### src/rtl/adsr_if.sv
// Control and level bundle between the MIDI front end and the ADSR envelope.
// The master drives note/rate settings; the envelope (slave) drives the levels back.
interface adsr_if;
    logic        gate_in;
    logic        trig_in;
    logic [6:0]  vel_in;
    logic [7:0]  attack_in;
    logic [7:0]  decay_in;
    logic [7:0]  release_in;
    logic [7:0]  sustain_in;
    logic [15:0] env_out;
    logic [7:0]  vol_out;
    logic [2:0]  stage_out;
    logic        active_out;

    modport master (
        output gate_in, trig_in, vel_in, attack_in, decay_in, release_in, sustain_in,
        input  env_out, vol_out, stage_out, active_out
    );

    modport slave (
        input  gate_in, trig_in, vel_in, attack_in, decay_in, release_in, sustain_in,
        output env_out, vol_out, stage_out, active_out
    );
endinterface

### src/rtl/adsr_envelope.sv
// Linear ADSR amplitude envelope stepped on a prescaled tick, with a
// registered velocity-scaled volume output for the synthesizer.
module adsr_envelope #(
    parameter int RATE_DIV = 2048
) (
    input logic   clk_in,
    input logic   rst_in,
    adsr_if.slave bus
);
    localparam int CNT_W = (RATE_DIV > 2) ? $clog2(RATE_DIV) : 1;

    typedef enum logic [2:0] {
        ST_IDLE    = 3'd0,
        ST_ATTACK  = 3'd1,
        ST_DECAY   = 3'd2,
        ST_SUSTAIN = 3'd3,
        ST_RELEASE = 3'd4
    } stage_e;

    stage_e           stage_q, stage_d;
    logic [CNT_W-1:0] cnt_q, cnt_d;
    logic [15:0]      env_q, env_d;
    logic [6:0]       vel_q, vel_d;
    logic [7:0]       vol_q, vol_d;

    logic        tick;
    logic        honoured;
    logic [15:0] step_a, step_d, step_r, sus_lvl;
    logic [14:0] prod;
    logic [16:0] upd;

    // Each helper returns {stage_done, next_level}.
    function automatic logic [16:0] attack_next(input logic [15:0] lvl, input logic [15:0] step);
        logic [16:0] sum;
        sum = {1'b0, lvl} + {1'b0, step};
        if (sum >= 17'h0FFFF) return {1'b1, 16'hFFFF};
        return {1'b0, sum[15:0]};
    endfunction

    // A live sustain change can leave the level below target; that also ends decay.
    function automatic logic [16:0] decay_next(input logic [15:0] lvl, input logic [15:0] step,
                                               input logic [15:0] tgt);
        if ((lvl <= tgt) || ((lvl - tgt) <= step)) return {1'b1, tgt};
        return {1'b0, lvl - step};
    endfunction

    function automatic logic [16:0] release_next(input logic [15:0] lvl, input logic [15:0] step);
        if (lvl <= step) return {1'b1, 16'h0000};
        return {1'b0, lvl - step};
    endfunction

    assign tick     = (cnt_q == CNT_W'(RATE_DIV - 1));
    assign honoured = bus.trig_in & bus.gate_in;
    assign step_a   = {3'b000, 9'd256 - {1'b0, bus.attack_in}, 4'b0000};
    assign step_d   = {3'b000, 9'd256 - {1'b0, bus.decay_in}, 4'b0000};
    assign step_r   = {3'b000, 9'd256 - {1'b0, bus.release_in}, 4'b0000};
    assign sus_lvl  = {bus.sustain_in, bus.sustain_in};
    assign prod     = {7'd0, env_q[15:8]} * {8'd0, vel_q};

    always_comb begin
        cnt_d   = tick ? '0 : cnt_q + 1'b1;
        stage_d = stage_q;
        env_d   = env_q;
        vel_d   = vel_q;
        vol_d   = prod[14:7];
        upd     = '0;

        // Tick arithmetic uses the stage currently held.
        if (tick) begin
            case (stage_q)
                ST_ATTACK: begin
                    upd   = attack_next(env_q, step_a);
                    env_d = upd[15:0];
                    if (upd[16]) stage_d = ST_DECAY;
                end
                ST_DECAY: begin
                    upd   = decay_next(env_q, step_d, sus_lvl);
                    env_d = upd[15:0];
                    if (upd[16]) stage_d = ST_SUSTAIN;
                end
                ST_SUSTAIN: env_d = sus_lvl;
                ST_RELEASE: begin
                    upd   = release_next(env_q, step_r);
                    env_d = upd[15:0];
                    if (upd[16]) stage_d = ST_IDLE;
                end
                default: env_d = '0;
            endcase
        end

        // Note events override any tick-driven stage change.
        if (honoured) begin
            stage_d = ST_ATTACK;
            vel_d   = bus.vel_in;
        end else if (!bus.gate_in &&
                     (stage_q == ST_ATTACK || stage_q == ST_DECAY || stage_q == ST_SUSTAIN)) begin
            stage_d = ST_RELEASE;
        end
    end

    always_ff @(posedge clk_in) begin
        if (!rst_in) begin
            cnt_q   <= '0;
            stage_q <= ST_IDLE;
            env_q   <= '0;
            vel_q   <= '0;
            vol_q   <= '0;
        end else begin
            cnt_q   <= cnt_d;
            stage_q <= stage_d;
            env_q   <= env_d;
            vel_q   <= vel_d;
            vol_q   <= vol_d;
        end
    end

    assign bus.env_out    = env_q;
    assign bus.vol_out    = vol_q;
    assign bus.stage_out  = stage_q;
    assign bus.active_out = (stage_q != ST_IDLE);
endmodule

### src/flat_wrapper.sv
// flat-port wrapper written by rule: the top's interface ports become plain ports
module adsr_envelope_flat 
#(
    parameter int RATE_DIV = 2048
)
  (clk_in, rst_in, bus_gate_in, bus_trig_in, bus_vel_in, bus_attack_in, bus_decay_in, bus_release_in, bus_sustain_in, bus_env_out, bus_vol_out, bus_stage_out, bus_active_out);
  adsr_if bus_i ();
  input logic clk_in;
  input logic rst_in;
  input wire logic [$bits(bus_i.gate_in)-1:0] bus_gate_in;
  input wire logic [$bits(bus_i.trig_in)-1:0] bus_trig_in;
  input wire logic [$bits(bus_i.vel_in)-1:0] bus_vel_in;
  input wire logic [$bits(bus_i.attack_in)-1:0] bus_attack_in;
  input wire logic [$bits(bus_i.decay_in)-1:0] bus_decay_in;
  input wire logic [$bits(bus_i.release_in)-1:0] bus_release_in;
  input wire logic [$bits(bus_i.sustain_in)-1:0] bus_sustain_in;
  output wire logic [$bits(bus_i.env_out)-1:0] bus_env_out;
  output wire logic [$bits(bus_i.vol_out)-1:0] bus_vol_out;
  output wire logic [$bits(bus_i.stage_out)-1:0] bus_stage_out;
  output wire logic [$bits(bus_i.active_out)-1:0] bus_active_out;
  assign bus_i.gate_in = bus_gate_in;
  assign bus_i.trig_in = bus_trig_in;
  assign bus_i.vel_in = bus_vel_in;
  assign bus_i.attack_in = bus_attack_in;
  assign bus_i.decay_in = bus_decay_in;
  assign bus_i.release_in = bus_release_in;
  assign bus_i.sustain_in = bus_sustain_in;
  assign bus_env_out = bus_i.env_out;
  assign bus_vol_out = bus_i.vol_out;
  assign bus_stage_out = bus_i.stage_out;
  assign bus_active_out = bus_i.active_out;
  adsr_envelope #(.RATE_DIV(RATE_DIV)) u_core (.clk_in(clk_in), .rst_in(rst_in), .bus(bus_i));
endmodule
### config.mk
export PLATFORM = sky130hd
export DESIGN_NAME = adsr_envelope_flat
export DESIGN_NICKNAME = d
export VERILOG_FILES = /design/src/rtl/adsr_if.sv /design/src/rtl/adsr_envelope.sv /design/src/flat_wrapper.sv
export SDC_FILE = /design/constraint.sdc
export NUM_CORES = 1
export LEC_CHECK = 0
export CAP_MARGIN = 15
export CORE_UTILIZATION = 30
export CTS_CLUSTER_DIAMETER = 60
export CTS_CLUSTER_SIZE = 40
export DETAILED_ROUTE_END_ITERATION = 16
export PLACE_DENSITY = 0.56
export SLEW_MARGIN = 10
export SYNTH_ARGS = -nofsm -noshare
export SYNTH_HDL_FRONTEND = slang
export SYNTH_SLANG_ARGS = --single-unit
### constraint.sdc
create_clock -name clk_in -period 5.7 [get_ports clk_in]
set_input_delay 0.57 -clock clk_in [delete_from_list [all_inputs] [get_ports clk_in]]
set_output_delay 0.57 -clock clk_in [all_outputs]
set_load 0.01 [all_outputs]
== After elaboration in Yosys (flattened, before gate mapping) ==
Cells that the tools add are included.

* Logic and storage cells: 82
* Output and inout port bits: 28
* Bits in read-only memories: 0
* Register bits: 45
* Bits in writable memories: 0
* Latch bits: 0
* Memories: 0
* Bits of input ports: 43

* Multipliers: 1
* Bitwise logic cells: 2
* Eq/ne operators: 14
* Magnitude comparators: 4
* Add/sub/neg operators: 8
* Shifts and indexed selects: 0
* Muxes and demuxes: 29
* Divide/modulo/power cells: 0
* Reduce and logical (&&, ||, !) cells: 17

{| class="wikitable"
|+ Operators with widths
! cell !! number
|-
| 17-bit 2-to-1 mux || 12
|-
| 16-bit case mux with 4 select lines || 1
|-
| 16-bit by 13-bit less-or-equal comparator with 1-bit output || 2
|-
| 16-bit by 13-bit subtractor with 16-bit output || 2
|-
| 9-bit by 8-bit subtractor with 9-bit output (first input constant) || 3
|-
| 16-bit by 13-bit adder with 17-bit output || 1
|-
| 17-bit by 16-bit >= comparator with 1-bit output (second input constant) || 1
|-
| 16-bit less-or-equal comparator || 1
|-
| 16-bit subtractor || 1
|-
| 8-bit by 7-bit multiplier with 15-bit output || 1
|-
| 3-bit 2-to-1 mux || 5
|-
| 5-bit AND reduction || 3
|-
| 11-bit by 1-bit adder with 11-bit output (second input constant) || 1
|-
| 11-bit == test (second input constant) || 1
|-
| 1-bit 2-to-1 mux || 10
|-
| 3-bit case mux with 3 select lines || 1
|-
| 3-bit nonzero test || 3
|-
| 4-bit by 2-bit != test with 1-bit output (second input constant) || 2
|-
| 3-bit by 2-bit == test with 1-bit output (second input constant) || 2
|-
| 2-bit by 1-bit != test with 1-bit output (second input constant) || 3
|-
| 3-bit by 2-bit != test with 1-bit output (second input constant) || 2
|-
| 5-bit nonzero test || 1
|-
| 4-bit by 1-bit != test with 1-bit output (second input constant) || 1
|-
| 4-bit nonzero test || 1
|-
| other kinds (11) || 14
|}

== Depth between registers and ports, before layout ==
Gate-level depths: netlist (run 1).

* Word-level depth: 14
* Mapped depth: 20
* Mapped depth without buffers: 19

== Worst setup path before layout (run 1) ==
OpenSTA, ideal clock, no wires.

* Path kind: flip-flop to flip-flop
* From: reg u_core.env_q[13] (netlist: u_core.bus.env_out[13])
* To: reg u_core.vol_q[7] (netlist: u_core.bus.vol_out[7])
* Arrival time: 4.331 ns
* Data required time: 5.585 ns
* Stages on the path, launching flop included: 18
* Clock period less this slack: 4.446 ns
* Path slack: 1.254 ns
* Path buffers: 2
* Cell sequence: dfxtp_1 -> clkbuf_1 -> buf_1 -> and2_1 -> fa_1 -> inv_1 -> fa_1 -> fa_1 -> inv_1 -> fa_1 -> ha_1 -> nor3_1 -> nor2_1 -> nand3_1 -> a31oi_1 -> a21oi_1 -> xnor2_1 -> and2_1

* Word-level cells in the longest chain between the ends: 1

{| class="wikitable"
|+ Ends and longest elaborated chain
! what !! RTL line !! source
|-
| start, declared || adsr_envelope.sv:22 || <nowiki>logic [15:0] env_q, env_d;</nowiki>
|-
| start signal, assigned || adsr_envelope.sv:111 || <nowiki>env_q <= env_d;</nowiki>
|-
| 8-bit by 7-bit multiplier with 15-bit output || adsr_envelope.sv:58 || <nowiki>assign prod = {7'd0, env_q[15:8]} * {8'd0, vel_q};</nowiki>
|-
| end signal, assigned || adsr_envelope.sv:113 || <nowiki>vol_q <= vol_d;</nowiki>
|-
| end, declared || adsr_envelope.sv:24 || <nowiki>logic [7:0] vol_q, vol_d;</nowiki>
|}

No other way between the ends.
A chain may end at the register's enable or synchronous reset.

== Worst setup path after layout (run 1) ==
* From: in bus_sustain_in[5]
* To: reg u_core.env_q[4] (netlist: u_core.bus.env_out[4])

* Word-level cells in the longest chain between the ends: 10

{| class="wikitable"
|+ Ends and longest elaborated chain
! what !! RTL line !! source
|-
| start, declared || flat_wrapper.sv:16 || <nowiki>input wire logic [$bits(bus_i.sustain_in)-1:0] bus_sustain_in;</nowiki>
|-
| 16-bit subtractor || adsr_envelope.sv:43 || <nowiki>if ((lvl <= tgt) || ((lvl - tgt) <= step)) return {1'b1, tgt};</nowiki>
|-
| 16-bit by 13-bit less-or-equal comparator with 1-bit output || adsr_envelope.sv:43 ||
|-
| 1-bit logical OR * || adsr_envelope.sv:43 ||
|-
| 1-bit 2-to-1 mux * || adsr_envelope.sv:43 ||
|-
| 1-bit 2-to-1 mux * || adsr_envelope.sv:70 || <nowiki>case (stage_q)</nowiki>
|-
| 1-bit 2-to-1 mux * || adsr_envelope.sv:69 || <nowiki>if (tick) begin</nowiki>
|-
| 17-bit 2-to-1 mux * || adsr_envelope.sv:44 || <nowiki>return {1'b0, lvl - step};</nowiki>
|-
| 17-bit 2-to-1 mux * || adsr_envelope.sv:70 ||
|-
| 17-bit 2-to-1 mux * || adsr_envelope.sv:69 ||
|-
| 16-bit case mux with 4 select lines * || adsr_envelope.sv:70 ||
|}

Every way passes the cells marked *; elsewhere a longest branch is shown, timed or not. The select of a mux whose other input is x is not followed.

==> impl_metrics.json, run 1 <==
{
  "status": "finished, final reports clean",
  "drc": 0,
  "yosysMostFrequentCell": "nand2_1",
  "synth_common_cells": "nand2_1 (99), ha_1 (88), inv_1 (70)",
  "avgSynthCellArea_um2": 7.84,
  "slowest_delay_ns": 0.54,
  "syn_nets": 993,
  "critical_path_arrival_ns": 5.24,
  "cts-hold-fix-buffers": 0,
  "endpoint_kind": "flip-flop",
  "synth_area_leader_cell": "ha_1",
  "hold_viol": 0,
  "drive_above_1_share": 0.0517,
  "critPathSlowestCell": "clkdlybuf4s50_1",
  "cp_top_family": "compound AO/OA/AOI/OAI gates",
  "leakagePower_nw": 3.30,
  "worstHoldStart": "u_core.cnt_q[0]$_SDFF_PP0_",
  "startpoint_type": "input pin",
  "cap_violations": 0,
  "gp_congestion": 0.944,
  "fin_skew_ns": 0.00955,
  "setup_viol": 0,
  "syn2layout_area_growth_pct": 17.4,
  "post_cts.repair.setup_buffers": 0,
  "timing.hold.ws_ns": 0.481,
  "ctsRootBufferMaster": "clkbuf_16",
  "die_w_um": 149,
  "clock_latency_ns": 0.30,
  "detail_route.wl_per_cell_um": 16.3,
  "cts.sinks": 45,
  "rr_worst_depth": 18,
  "cts-resized-gates": 0,
  "cp_max_fo": 8,
  "vdd_drop_max_mv": 0.121,
  "relSlewSlack": 0.354,
  "vias": 6032,
  "floorplan.initialDensity": 0.308,
  "setup-tns-final_ns": 0,
  "ys_seq_area_frac": 0.138,
  "h-tree-depth": 2,
  "synth_top_cell_area_share": 0.169,
  "dp_hpwl_um": 15300,
  "grt_max_degree": 31,
  "track_usage": 0.174,
  "synth_cell_types": 75,
  "firstDrtPassIters": 5,
  "holdPathStages": 1,
  "path_clk_slew_ns": 0.08,
  "fmax_mhz": 200,
  "crit_buf_inv": 2,
  "grt_antenna_before_repair": 0,
  "reg2reg_from": "u_core.bus.env_out[4]$_SDFFE_PN0P_",
  "antenna-diode-count": 0,
  "report.power.total_mw": 0.828,
  "cp_common_cell": "a21oi_1",
  "drt_iter0_markers": 283,
  "fin_crit_sh": 0.878,
  "die-area_um2": 22300,
  "fin_crit_ns": 5.01,
  "num_io_pins": 71,
  "viasPerCell": 5.18,
  "die_height_um": 149,
  "synth_flop_cell": "dfxtp_1",
  "coreArea_um2": 21200,
  "slew_viol_final": 0,
  "grt_pass1_wl_um": 30400,
  "grt_pass1_vias": 5726,
  "cts_inserted_buffers": 5,
  "grt-ovfl-total": 0,
  "synthCells": 831,
  "path_class": "input pin to flip-flop",
  "synth-edff-count": 0,
  "crit_required_ns": 5.93,
  "wl_um": 18900,
  "p_per_area_nw_per_um2": 108,
  "ys_ff_latch": 45,
  "ant_nets": 0,
  "clockBufferDepth": 2,
  "startpoint": "bus_sustain_in[5]",
  "synthTopCellsByArea": "ha_1 (17%), dfxtp_1 (14%), fa_1 (9.5%)",
  "rows": 53,
  "syn_area_um2": 6510,
  "worst_pin_slew_ns": 0.966,
  "yosys_warnings": 0,
  "path_cells": "clkdlybuf4s50_1 > inv_1 > ha_1 > or3_1 > or3_1 > a31oi_1 > nor2b_1 > o21ai_0 > nand2b_1 > a21oi_1 > xnor2_1 > ha_1 > nand3_1 > nor4_1 > a31oi_1 > o31a_1 > o21ai_1 > a21oi_1 > a21oi_1",
  "async_reset_ff_frac": 0,
  "nets": 1050,
  "rsz0062_at_grt": "false",
  "hold_path.class": "flip-flop to flip-flop",
  "cts_tree": "yes",
  "portBuffers": 70,
  "cp_num_cells": 19
}
-- cells in the final DEF (no fill, tap or decap), types with 22 or more instances in the layout --
cell,count
a21oi_1,53
and2_1,31
clkdlybuf4s50_1,70
dfxtp_1,45
fa_1,31
ha_1,88
inv_1,70
nand2_1,99
nand3_1,22
nor2_1,62
o21ai_0,31
xnor2_1,34
xor2_1,32
-- path summary, 6_finish.rpt --
kind | to | slack, ns
hold / removal | u_core.cnt_q[0]$_SDFF_PP0_ | 0.48
setup reg to reg | u_core.bus.env_out[4]$_SDFFE_PN0P_ | 1.10
setup / recovery | u_core.bus.env_out[4]$_SDFFE_PN0P_ | 0.69
hold reg to reg | u_core.cnt_q[0]$_SDFF_PP0_ | 0.48
-- area by class of cell --
cell class,instances,area [um^2]
multi-input combinational,686,5210
fill,2234,13500
clock buffer,5,125
inverter,70,263
clock inverter,3,25.0
timing repair buffer,80,776
sequential,45,901
tap,275,344
-- power by group --
part	internal (mW)	switching, mW
Combinational	0.0885	0.106
Clock	0.165	0.140
Sequential	0.319	0.00997
-- logic make-up (layout without fill, tap and decap cells) --
kind of cell               Yosys count  after routing  synth area share
xor gates and xnor gates            66             66            0.0888
adders and majority gates          119            119             0.264
AOI/OAI and AO/OA                  177            177             0.194
buffers and inverters              100            158            0.0613
muxes                                4              4           0.00634
DFF                                 45             45             0.138
and+or+nand+nor                    320            320             0.247
-- through the flow --
step | setup slack (ns) | instances | util | cell area [um^2]
5_1_grt | 0.389 | 1164 | 0.361 | 7650
2_1_floorplan | 1.25 | 831 | - | 6510
6_report | 0.695 | 1164 | 0.361 | 7650
3_5_place_dp | 0.416 | 1156 | 0.354 | 7500
3_3_place_gp | 0.495 | 1156 | 0.354 | 7500
4_1_cts | 0.716 | 1164 | 0.361 | 7650
-- worst register-to-register path: cells and delay by family (launching register included) --
kind,cells,cell delay (ns)
xor gates and xnor gates,1,0.09
adders and majority gates,2,0.66
and+or+nand+nor,6,1.08
DFF,1,0.53
AOI/OAI and AO/OA,9,2.18
-- routing by layer --
metal	up-vias	global-route usage	share of wire
met5	-	0	0
met4	0	0.0418	0.018
met3	23	0.0232	0.053
met2	148	0.288	0.46
met1	2857	0.238	0.47
li1	3004	-	-
-- sequential cells by signal, indices dropped and copies added (netlist names) --
signal,count
u_core.vel_q,7
u_core.bus.vol_out,8
u_core.bus.env_out,16
u_core.bus.stage_out,3
u_core.cnt_q,11
Power figures use the tool's default switching activity.
==> run 2: changes to the inputs <==
--- a/config.mk
+++ b/config.mk
@@ -11,7 +11,8 @@
 export CTS_CLUSTER_SIZE = 40
 export DETAILED_ROUTE_END_ITERATION = 16
 export PLACE_DENSITY = 0.56
-export SLEW_MARGIN = 10
+export SLEW_MARGIN = 40
 export SYNTH_ARGS = -nofsm -noshare
 export SYNTH_HDL_FRONTEND = slang
 export SYNTH_SLANG_ARGS = --single-unit
+export TNS_END_PERCENT = 100
==> impl_metrics.json, run 2 (synthesis results as in run 1) <==
{
  "status": "finished, final reports clean",
  "top_layer": "met4",
  "cts_tree": "yes",
  "hold_path.class": "flip-flop to flip-flop",
  "ant_nets": 0,
  "hold_viol": 0,
  "grt_max_degree": 31,
  "track_usage": 0.174,
  "crit_required_ns": 5.93,
  "cts-hold-fix-buffers": 0,
  "vdd_drop_max_mv": 0.0929,
  "ctsRootBufferMaster": "clkbuf_16",
  "num_io_pins": 71,
  "path_class": "input pin to flip-flop",
  "dp_slack_ns": 0.457,
  "cts.sinks": 45,
  "fin_crit_ns": 4.98,
  "drc": 0,
  "vias": 6013,
  "gp_congestion": 0.944,
  "antenna-diode-count": 0,
  "rows": 53,
  "startpoint_type": "input pin",
  "grt_pass1_vias": 5780,
  "drt_iter0_markers": 339,
  "viasPerCell": 5.17,
  "cap_violations": 0,
  "final_cell_mix": "nand2_1 (99), ha_1 (88), inv_1 (70)",
  "path_clk_slew_ns": 0.08,
  "post_cts.repair.setup_buffers": 0,
  "slew_viol_final": 0,
  "wl_met2_um": 8790,
  "cp_max_fo": 8,
  "portBuffers": 70,
  "wl_um": 19000,
  "cts_inserted_buffers": 5,
  "detail_route.wl_per_cell_um": 16.3,
  "m1WireLength_um": 9070,
  "h-tree-depth": 2,
  "die-area_um2": 22300,
  "fin_skew_ns": 0.0123,
  "worst_pin_slew_ns": 0.817,
  "floorplan.initialDensity": 0.308,
  "fmax_mhz": 201,
  "drive_above_1_share": 0.0540,
  "fillers": 2212,
  "firstDrtPassIters": 5,
  "clock_latency_ns": 0.30,
  "leakagePower_nw": 3.31,
  "syn2layout_area_growth_pct": 17.4,
  "setup_viol": 0,
  "relSlewSlack": 0.450,
  "grt_pass1_wl_um": 30500,
  "fin_crit_sh": 0.874,
  "clockBufferDepth": 2,
  "rsz0062_at_grt": "false",
  "die_w_um": 149,
  "coreArea_um2": 21200,
  "cts-resized-gates": 0,
  "largest_register_ff_count": 16,
  "grt-ovfl-total": 0,
  "endpoint_kind": "flip-flop",
  "p_per_area_nw_per_um2": 108,
  "nets": 1050,
  "die_height_um": 149,
  "wl_met3_um": 908,
  "final_common_cell": "nand2_1",
  "dp_hpwl_um": 15300,
  "critical_path_arrival_ns": 5.21,
  "grt_antenna_before_repair": 0,
  "setup_slack_ns": 0.718,
  "setup-tns-final_ns": 0
}
run 2: cell types whose count changed in the layout (fill, tap and decap cells not counted):
cell / previous run / this run
buf_2: 0 / 1
clkdlybuf4s50_1: 70 / 69
nor3b_2: 0 / 1
nor3b_1: 5 / 4
run 2: layer usage:
layer / vias up / track usage
li1: 3003 / -
met2: 126 / 0.289
met3: 14 / 0.0196
met1: 2870 / 0.242
met4: 0 / 0.0327
met5: - / 0
run 2: path summary, 6_finish.rpt:
kind                                            from                                 end  slack (ns)  cells after the start
setup reg to reg  u_core.bus.env_out[4]$_SDFFE_PN0P_  u_core.bus.env_out[4]$_SDFFE_PN0P_        1.13                     18
hold / removal            u_core.cnt_q[0]$_SDFF_PP0_          u_core.cnt_q[0]$_SDFF_PP0_        0.48                      1
hold reg to reg           u_core.cnt_q[0]$_SDFF_PP0_          u_core.cnt_q[0]$_SDFF_PP0_        0.48                      1
setup / recovery                   bus_sustain_in[5]  u_core.bus.env_out[4]$_SDFFE_PN0P_        0.72                     19
run 2: worst max-delay path: stages:
cell	delay [ns]
clkdlybuf4s50_1	0.53
inv_1	0.13
ha_1	0.24
or3_1	0.38
or3_1	0.35
a31oi_1	0.27
nor2b_1	0.09
o21ai_0	0.15
nand2b_1	0.10
a21oi_1	0.19
xnor2_1	0.09
ha_1	0.32
nand3_1	0.11
nor4_1	0.29
a31oi_1	0.12
o31a_1	0.43
o21ai_1	0.53
a21oi_1	0.19
a21oi_1	0.15
run 2: power breakdown:
part | internal [mW] | switching (mW) | leakage (nW)
Sequential | 0.319 | 0.00993 | 0.364
Clock | 0.165 | 0.140 | 0.0704
Combinational | 0.0882 | 0.106 | 2.87
run 2: layout make-up:
cell class	count	area [um^2]	area share
multi-input cells	686	5220	0.682
flip-flops and latches	45	901	0.118
repair buffers	80	771	0.101
well taps	275	344	0.0450
inverters	70	263	0.0344
clock buffers	5	125	0.0164
clock inverters	3	25.0	0.00327
run 2: per-stage QoR:
step	utilization	hold WS (ns)	area [um^2]	total power, mW	cells
6_report	0.361	0.482	7650	0.828	1164
5_1_grt	0.361	0.527	7650	0.873	1164
4_1_cts	0.361	0.484	7650	0.834	1164
3_5_place_dp	0.354	0.467	7500	0.529	1156
3_3_place_gp	0.354	0.462	7500	0.530	1156
2_1_floorplan	-	0.438	6510	0.450	831
